**src/rtl/lane_dly_pkg.sv**
```systemverilog
// Shared types and constants for the lane delay-line step sequencer.
package lane_dly_pkg;

  typedef enum logic [2:0] {
    StIdle,
    StSetup,
    StLoad,
    StMove,
    StGap,
    StHold,
    StDone
  } state_e;

  localparam logic SEL_RX = 1'b0;
  localparam logic SEL_TX = 1'b1;

  localparam int unsigned CNT_W_DEF = 8;
  // Width of the shared wait counter; covers timing parameters up to 15.
  localparam int unsigned WAIT_W    = 4;

endpackage

```
**src/rtl/lane_dly_wait_cnt.sv**
```systemverilog
// Loadable down-counter with zero flag; times the SETUP, GAP and HOLD windows.
module lane_dly_wait_cnt #(
  parameter int unsigned W = 4
) (
  input  logic         clk,
  input  logic         rst_n,
  input  logic         load,
  input  logic [W-1:0] load_val,
  output logic         zero
);

  logic [W-1:0] cnt_q;

  always_ff @(posedge clk) begin
    if (!rst_n) begin
      cnt_q <= '0;
    end else if (load) begin
      cnt_q <= load_val;
    end else if (cnt_q != '0) begin
      cnt_q <= cnt_q - 1'b1;
    end
  end

  assign zero = (cnt_q == '0);

endmodule

```
**src/rtl/lane_dly_step_seq.sv**
```systemverilog
// Delay-line step sequencer: pauses the HS IO clock, issues LOAD/MOVE pulses, reports status.
// Optional macro DLY_POS_TRACK_EN adds per-line tap position counters (RX_TAP_POS/TX_TAP_POS).
module lane_dly_step_seq
  import lane_dly_pkg::*;
#(
  parameter int unsigned PAUSE_SETUP = 3,
  parameter int unsigned MOVE_GAP    = 2,
  parameter int unsigned PAUSE_HOLD  = 3,
  parameter int unsigned CNT_W       = CNT_W_DEF
) (
  input  logic             FAB_CLK,
  input  logic             RESET_N,
  input  logic             REQ_VALID,
  output logic             REQ_READY,
  input  logic             REQ_SEL,
  input  logic             REQ_DIR,
  input  logic             REQ_LOAD,
  input  logic [CNT_W-1:0] REQ_COUNT,
  output logic             DELAY_LINE_SEL,
  output logic             DELAY_LINE_DIRECTION,
  output logic             DELAY_LINE_LOAD,
  output logic             DELAY_LINE_MOVE,
  output logic             HS_IO_CLK_PAUSE,
  input  logic             RX_DELAY_LINE_OUT_OF_RANGE,
  input  logic             TX_DELAY_LINE_OUT_OF_RANGE,
  output logic             DONE,
  output logic             OOR,
  output logic [CNT_W-1:0] STEPS_DONE
`ifdef DLY_POS_TRACK_EN
  ,
  output logic [CNT_W-1:0] RX_TAP_POS,
  output logic [CNT_W-1:0] TX_TAP_POS
`endif
);

  localparam logic [WAIT_W-1:0] SetupLd = WAIT_W'(PAUSE_SETUP - 1);
  localparam logic [WAIT_W-1:0] GapLd   = WAIT_W'(MOVE_GAP - 1);
  localparam logic [WAIT_W-1:0] HoldLd  = WAIT_W'(PAUSE_HOLD - 1);

  state_e             state_q, state_d;
  logic               sel_q, dir_q, load_q;
  logic [CNT_W-1:0]   count_q;
  logic [CNT_W-1:0]   steps_q;
  logic               oor_q;
  logic               done_q;

  logic               accept;
  logic               sel_oor;
  logic               more;
  logic [CNT_W:0]     steps_nxt;
  logic               cnt_load;
  logic [WAIT_W-1:0]  cnt_val;
  logic               cnt_zero;
  logic               oor_set;
  logic               go_move, go_gap, go_hold;

  assign accept    = REQ_VALID && REQ_READY;
  assign sel_oor   = (sel_q == SEL_TX) ? TX_DELAY_LINE_OUT_OF_RANGE : RX_DELAY_LINE_OUT_OF_RANGE;
  // One bit wider so a count of 2^CNT_W-1 finishes instead of wrapping.
  assign steps_nxt = {1'b0, steps_q} + 1'b1;
  assign more      = steps_nxt < {1'b0, count_q};

  lane_dly_wait_cnt #(
    .W (WAIT_W)
  ) u_wait_cnt (
    .clk      (FAB_CLK),
    .rst_n    (RESET_N),
    .load     (cnt_load),
    .load_val (cnt_val),
    .zero     (cnt_zero)
  );

  always_comb begin
    state_d  = state_q;
    cnt_load = 1'b0;
    cnt_val  = '0;
    oor_set  = 1'b0;
    go_move  = 1'b0;
    go_gap   = 1'b0;
    go_hold  = 1'b0;

    unique case (state_q)
      StIdle: begin
        if (accept) begin
          state_d  = StSetup;
          cnt_load = 1'b1;
          cnt_val  = SetupLd;
        end
      end
      StSetup: begin
        if (cnt_zero) begin
          if (load_q) begin
            state_d = StLoad;
          end else if (count_q != '0) begin
            go_move = 1'b1;
          end else begin
            go_hold = 1'b1;
          end
        end
      end
      StLoad: begin
        if (count_q == '0) begin
          go_hold = 1'b1;
        end else if (MOVE_GAP == 0) begin
          go_move = 1'b1;
        end else begin
          go_gap = 1'b1;
        end
      end
      StMove: begin
        if (!more) begin
          go_hold = 1'b1;
        end else if (MOVE_GAP == 0) begin
          go_move = 1'b1;
        end else begin
          go_gap = 1'b1;
        end
      end
      StGap: begin
        if (cnt_zero) begin
          go_move = 1'b1;
        end
      end
      StHold: begin
        if (cnt_zero) begin
          state_d = StDone;
        end
      end
      StDone: state_d = StIdle;
      default: state_d = StIdle;
    endcase

    // The out-of-range flag is checked just before every MOVE; a hit abandons the rest.
    if (go_move) begin
      if (sel_oor) begin
        oor_set = 1'b1;
        go_hold = 1'b1;
      end else begin
        state_d = StMove;
      end
    end
    if (go_gap) begin
      state_d  = StGap;
      cnt_load = 1'b1;
      cnt_val  = GapLd;
    end
    if (go_hold) begin
      state_d  = StHold;
      cnt_load = 1'b1;
      cnt_val  = HoldLd;
    end
  end

  always_ff @(posedge FAB_CLK) begin
    if (!RESET_N) begin
      state_q <= StIdle;
      sel_q   <= 1'b0;
      dir_q   <= 1'b0;
      load_q  <= 1'b0;
      count_q <= '0;
      steps_q <= '0;
      oor_q   <= 1'b0;
      done_q  <= 1'b0;
    end else begin
      state_q <= state_d;
      done_q  <= (state_q == StDone);
      if (accept) begin
        sel_q   <= REQ_SEL;
        dir_q   <= REQ_DIR;
        load_q  <= REQ_LOAD;
        count_q <= REQ_COUNT;
        steps_q <= '0;
        oor_q   <= 1'b0;
      end
      if (state_q == StMove) begin
        steps_q <= steps_nxt[CNT_W-1:0];
      end
      if (oor_set || ((state_q == StHold) && sel_oor)) begin
        oor_q <= 1'b1;
      end
    end
  end

`ifdef DLY_POS_TRACK_EN
  logic [CNT_W-1:0] rx_pos_q, tx_pos_q;
  logic [CNT_W-1:0] cur_pos, cur_pos_d;

  assign cur_pos = (sel_q == SEL_RX) ? rx_pos_q : tx_pos_q;

  always_comb begin
    cur_pos_d = cur_pos;
    if (state_q == StLoad) begin
      cur_pos_d = '0;
    end else if (state_q == StMove) begin
      if (dir_q) begin
        if (cur_pos != '1) cur_pos_d = cur_pos + 1'b1;
      end else begin
        if (cur_pos != '0) cur_pos_d = cur_pos - 1'b1;
      end
    end
  end

  always_ff @(posedge FAB_CLK) begin
    if (!RESET_N) begin
      rx_pos_q <= '0;
      tx_pos_q <= '0;
    end else if (sel_q == SEL_RX) begin
      rx_pos_q <= cur_pos_d;
    end else begin
      tx_pos_q <= cur_pos_d;
    end
  end

  assign RX_TAP_POS = rx_pos_q;
  assign TX_TAP_POS = tx_pos_q;
`endif

  assign REQ_READY            = (state_q == StIdle) && !done_q;
  assign DELAY_LINE_SEL       = sel_q;
  assign DELAY_LINE_DIRECTION = dir_q;
  assign DELAY_LINE_LOAD      = (state_q == StLoad);
  assign DELAY_LINE_MOVE      = (state_q == StMove);
  assign HS_IO_CLK_PAUSE      = (state_q == StSetup) || (state_q == StLoad) ||
                                (state_q == StMove)  || (state_q == StGap)  ||
                                (state_q == StHold);
  assign DONE                 = done_q;
  assign OOR                  = oor_q;
  assign STEPS_DONE           = steps_q;

endmodule

```
**config.mk**
```make
export PLATFORM = sky130hd
export DESIGN_NAME = lane_dly_step_seq
export DESIGN_NICKNAME = d
export VERILOG_FILES = /design/src/rtl/lane_dly_pkg.sv /design/src/rtl/lane_dly_wait_cnt.sv /design/src/rtl/lane_dly_step_seq.sv
export SDC_FILE = /design/constraint.sdc
export NUM_CORES = 1
export LEC_CHECK = 0
export ABC_AREA = 0
export CAP_MARGIN = 15
export CORE_MARGIN = 5
export CORE_UTILIZATION = 40
export DETAILED_ROUTE_END_ITERATION = 8
export GPL_TIMING_DRIVEN = 1
export PLACE_DENSITY = 0.66
export SLEW_MARGIN = 30
export SYNTH_ARGS = -nofsm -noshare
export SYNTH_HDL_FRONTEND = slang
export SYNTH_SLANG_ARGS = --single-unit
```
**constraint.sdc**
```tcl
create_clock -name FAB_CLK -period 2.88 [get_ports FAB_CLK]
set_clock_uncertainty 0.2 [all_clocks]
set_input_delay 0.576 -clock FAB_CLK [delete_from_list [all_inputs] [get_ports FAB_CLK]]
set_output_delay 0.576 -clock FAB_CLK [all_outputs]
set_load 0.02 [all_outputs]
```
==> results of run 1 <==
==> per-stage QoR <==
step                      worst slack, ns  cells
after CTS                           0.105    285
after global placement              0.201    281
after detailed placement            0.125    281
after global routing            0.0000577    285
final                               0.186    285
after floorplan                    0.0165    206
==> power by group <==
group	switching [mW]	leakage [nW]	internal [mW]
registers	0.112	0.230	0.467
logic	0.458	0.549	0.404
clock network	0.121	0.0288	0.122
==> per-layer routing <==
layer | wire length (um) | vias up
li1 | - | 772
met1 | 1670 | 674
met2 | 1740 | 26
met3 | 176 | 5
met4 | 40 | 0
met5 | 0 | -
==> sequential cells by signal, summed over array words and instances (netlist names) <==
signal and cells:
state_q 3, OOR 1, u_wait_cnt.cnt_q 4, DONE 1, count_q 8, STEPS_DONE 8
load_q 1, DELAY_LINE_SEL 1, DELAY_LINE_DIRECTION 1
==> area by class of cell <==
class / count / area (um2)
inverter: 12 / 45.0
clock buffer: 4 / 55.1
fill: 416 / 1970
tap: 50 / 62.6
sequential: 28 / 566
timing repair buffer: 35 / 340
multi-input combinational: 156 / 1040
==> worst max-delay path: stages, from the launching register on <==
cell and delay (ns):
dfxtp_1 0.47, and3_1 0.24, and3_1 0.19, nand3_1 0.09, xnor2_1 0.23, ha_1 0.28
a21oi_1 0.16, o21ai_2 0.10, o31ai_4 0.26, a21oi_1 0.08, o31a_1 0.30
==> how the worst max path moves through the flow <==
stage | slack [ns] | end | from
2_1_floorplan | 0.02 | u_wait_cnt.cnt_q[1] | STEPS_DONE[1]
3_3_place_gp | 0.20 | u_wait_cnt.cnt_q[1] | STEPS_DONE[1]
3_5_place_dp | 0.13 | u_wait_cnt.cnt_q[1] | STEPS_DONE[1]
4_1_cts | 0.11 | u_wait_cnt.cnt_q[1] | STEPS_DONE[1]
5_1_grt | 0.00006 | u_wait_cnt.cnt_q[1] | STEPS_DONE[2]
6_report | 0.19 | u_wait_cnt.cnt_q[1] | STEPS_DONE[2]
==> placed cells by master (no fill, tap or decap), types with 3 or more instances in the layout <==
cell type / netlist / routed
clkbuf_8: 0 / 4
o211ai_1: 3 / 3
nor3_1: 6 / 6
nand2_1: 31 / 31
nor4_4: 3 / 3
ha_1: 9 / 8
nand2_2: 4 / 4
inv_1: 11 / 11
dfxtp_1: 28 / 26
o21a_1: 3 / 3
o21ai_2: 3 / 3
buf_4: 1 / 4
a21oi_1: 27 / 27
nor2_1: 14 / 14
o21ai_1: 5 / 5
xnor2_1: 6 / 6
nand3_1: 8 / 7
clkdlybuf4s50_1: 0 / 31
==> cell families after synthesis <==
family	after synthesis	synth area share (%)
buf+inv	22	6.88
compound gates	54	20.5
mux	2	1.24
xor+xnor	8	4.10
flops	28	32.8
simple gates	83	27.9
fa+ha+maj	9	6.58
==> metrics, run 1 <==
Die H approximately 75 um; fin nets ~260; synthesized area per cell 8.30 um2; Seq/Total Area, Yosys ~33%; Starting Density between 40% and 50%; CP Class flip-flop to flip-flop; initial antenna violation count 0; CTS tree yes; die footprint approximately 5700 um2; placed instance area 2040 um2; CTS Hold Bufs 0; Pwr Total approximately 1.7 mW; reg2reg path depth 10; worst vdd ir approximately 300 uV; first-pass GRT wire length a little over 6 mm; TNS Setup 0 ns; I/O pin count 32; RD Place Congestion approximately 0.81; FFs w/ async S/R, synth 0%; total number of vias between 1000 and 1500; Hold Startpoint DELAY_LINE_DIRECTION; root buf cell clkbuf_8; # Post-CTS Setup Buffers 0; Core Util, Final around half; reg2reg end u_wait_cnt.cnt_q[1]; routed len/inst 12.7 um; status finished, final reports clean; clk_lat worst skew between 0.2 and 0.3 ns; antenna-violating nets left 0; 1st-iter DRT viols 60; final setup vio count 0; highest clock rate 371 MHz; clk buf depth 2; worst hold path class flip-flop to flip-flop; flop2flop setup slack 0.19 ns; met1 usage roughly 17%; Yosys top cell area share about a third; design area approximately 2100 um2; Yosys reg bits 28; CTS H-tree lvls 1; met3 Usage GRT under 10%; GRT Overall Usage between 10 and 15%; Worst Path Max Fanout 7; row cnt 23; Post-synth EDFFs 0; Synth area leaders dfxtp_1 (33%), a21oi_1 (7.9%), nand2_1 (6.8%), ha_1 (6.6%), nor4_4 (3.7%); ys flop type dfxtp_1; relative max-transition margin 50.7%; WP data required about 2.9 ns; worst hold endpoint DELAY_LINE_DIRECTION; met2 Track Usage GR between 20 and 25%; Vias/cell between 5 and 6; Slew Viols, Final 0; DRC Markers 0; arrival time worst endpoint 2.67 ns; syn_nets about 230; vias in the first global route between 1000 and 1500; Port Buffer Count 31; Max Cap Viol 0; area leader, netlist dfxtp_1; Reg clk slew, reported paths ~0.1 ns; P&R area growth vs syn 23.6%; Worst Tran Pin Value around 0.74 ns; # diodes 0; Critical Path Sink Type flip-flop; Hold Path Stages 2; worst r2r src STEPS_DONE[2]; drt total wl around 3.6 mm; part of the cycle the worst path needs between 90% and 100%; post-CTS resize count 0; crit path launch type flip-flop; global route total overflow 0; dpl hpwl 2.70 mm; unrepaired setup endpoints after global routing no; Post-synth top cells nand2_1 (31), dfxtp_1 (28), a21oi_1 (27), nor2_1 (14), inv_1 (11); Cell variety after synth between 40 and 50; Mapped Cells a little over 200; share of cells above drive strength 1 between 10 and 15%; Fin. Hold Viols 0; leakage between 0.8 and 0.9 nW; fin crit period approximately 2.7 ns; busiest layer in global routing met2; Die W 75.4 um; Worst Hold Margin approximately 0.26 ns; first-pass detailed-route iteration total 4; top-count cell post-synth nand2_1; largest net degree at the start of global routing 23; Ys Warns 0; post-synthesis cell area about 1700 um2; CORE AREA slightly above 4000 um2; clk sinks 28; number of buffers created by CTS 3; Power Dens Cells approximately 800 nW/um2
(Power assumes the default switching activity.)
==> run 2: changes to the inputs <==
- CTS_BUF_LIST: unset -> sky130_fd_sc_hd__clkbuf_8
- CTS_CLUSTER_DIAMETER: unset -> 30
- SLEW_MARGIN: 30 -> 20
==> results of run 2 <==
No change in the layout: final DEF, timing and power equal those of run 1.
==> run 3: changes to the inputs <==
- PLACE_DENSITY: 0.66 -> unset
- PLACE_DENSITY_LB_ADDON: unset -> 0.05
- clock period: 2.88 -> 2.6 ns (I/O delays scaled with it)
==> metrics, run 3 (synthesis gave the netlist of run 1 again) <==
status finished, final reports clean; drt total wl around 4 mm; die footprint approximately 5700 um2; TNS Setup 0 ns; dpl hpwl 3.04 mm; relative max-transition margin between 60% and 70%; DR WL met2 2.18 mm; Core Util, Final between 50% and 60%; CTS tree yes; largest net degree at the start of global routing 22; Vias/cell around 5.3; worst vdd ir 342 uV; leakage roughly 0.87 nW; crit path launch type flip-flop; row cnt 23; Slew Viols, Final 0; Worst Tran Pin Value ~0.53 ns; CTS H-tree lvls 1; register area 573 um2; internal power about 1.1 mW; worst hold path class flip-flop to flip-flop; CP Class flip-flop to flip-flop; 1st-iter DRT viols 56; first-pass GRT wire length around 6.7 mm; Critical Path Sink Type flip-flop; Worst Path Max Fanout 4; unrepaired setup endpoints after global routing yes; I/O pin count 32; clk_lat worst skew 0.28 ns; # diodes 0; placed instance area ~2100 um2; Power Dens Cells roughly 860 nW/um2; Comb pwr share about 53%; Reg clk slew, reported paths 0.10 ns; Net Sw Power around 810 uW; Die W 75.4 um; Starting Density 41.9%; routed len/inst about 14 um; global route total overflow 0; sequential fraction of design power between 30% and 40%; final setup vio count 0; total number of vias 1558; first-pass detailed-route iteration total 4; CTS Hold Bufs 0; fin crit period 2.57 ns; fin nets between 200 and 300; initial antenna violation count 0; Net Sw Frac 41.5%; design area 2250 um2; P&R area growth vs syn 31.6%; arrival time worst endpoint around 2.5 ns; fill count between 300 and 400; met3 wire len approximately 100 um; Fin. Hold Viols 0; clk buf depth 2; top layer in use met4; CORE AREA 4090 um2; Max Cap Viol 0; part of the cycle the worst path needs ~99%; highest clock rate between 300 and 400 MHz; WP data required around 2.6 ns; vias in the first global route approximately 1500; Clock Power Share 14.2%; DRC Markers 0; Port Buffer Count 31; area occupied by multi-input gates 1100 um2; GRT Overall Usage 15.1%; root buf cell clkbuf_8; antenna-violating nets left 0; number of buffers created by CTS 3; Pwr Total between 1.5 and 2 mW; commonest cells after routing, fill and taps aside nand2_1 (31), clkdlybuf4s50_1 (31), a21oi_1 (25), dfxtp_1 (24); clk sinks 28; wire length on met1 roughly 1.7 mm; RD Place Congestion 0.796; Die H 75.4 um; share of cells above drive strength 1 between 20% and 30%
run 3: cell types whose count changed in the layout (fill, tap and decap cells not counted), sizes merged:
cell  change
buf      +10
run 3: final timing paths:
check                  startpoint  cells after the start  slack, ns                    to
min reg2reg  DELAY_LINE_DIRECTION                      2       0.27  DELAY_LINE_DIRECTION
min          DELAY_LINE_DIRECTION                      2       0.27  DELAY_LINE_DIRECTION
max                 STEPS_DONE[0]                     11       0.03   u_wait_cnt.cnt_q[1]
max reg2reg         STEPS_DONE[0]                     11       0.03   u_wait_cnt.cnt_q[1]
run 3: repair_timing:
item	in CTS	in global routing
gates cloned	0	0
buffers inserted	3	4
gates resized for setup	0	7
setup endpoints to repair	1	4
pin swaps	5	7
run 3: critical path, stage by stage (launching register included):
cell and delay (ns):
dfxtp_4 0.39, ha_4 0.14, and3_4 0.20, nand3_4 0.09, xnor2_2 0.15, ha_1 0.29
a21o_1 0.18, a21oi_2 0.14, o21ai_2 0.09, o21ai_1 0.12, o211ai_1 0.15, o31a_1 0.31
run 3: layout make-up:
| class | count | share of cell area [%] |
|---|---|---|
| flip-flops and latches | 28 | 25.5 |
| clock buffers | 4 | 2.45 |
| repair buffers | 45 | 18.5 |
| multi-input cells | 156 | 48.9 |
| well taps | 50 | 2.78 |
| inverters | 12 | 2.00 |
run 3: per-stage QoR:
step | std cells | hold slack (ns) | setup WS (ns)
after floorplan | 206 | 0.280 | 0.00319
after global placement | 284 | 0.242 | 0.0881
after detailed placement | 284 | 0.259 | 0.0186
after CTS | 291 | 0.275 | 0.0104
after global routing | 295 | 0.293 | -0.0681
final | 295 | 0.269 | 0.0333
run 3: power groups by stage:
stage	clock network [mW]	logic [mW]	registers, mW
after floorplan	0	0.788	0.611
after global placement	0	0.978	0.642
after detailed placement	0	0.995	0.649
after CTS	0.292	1.02	0.638
after global routing	0.307	1.13	0.653
final	0.275	1.03	0.639
run 3: layer usage:
metal	up-vias	global-route usage, %
li1	797	-
met3	4	2.11
met1	742	16.5
met4	0	4.66
met5	-	0
met2	15	29.6
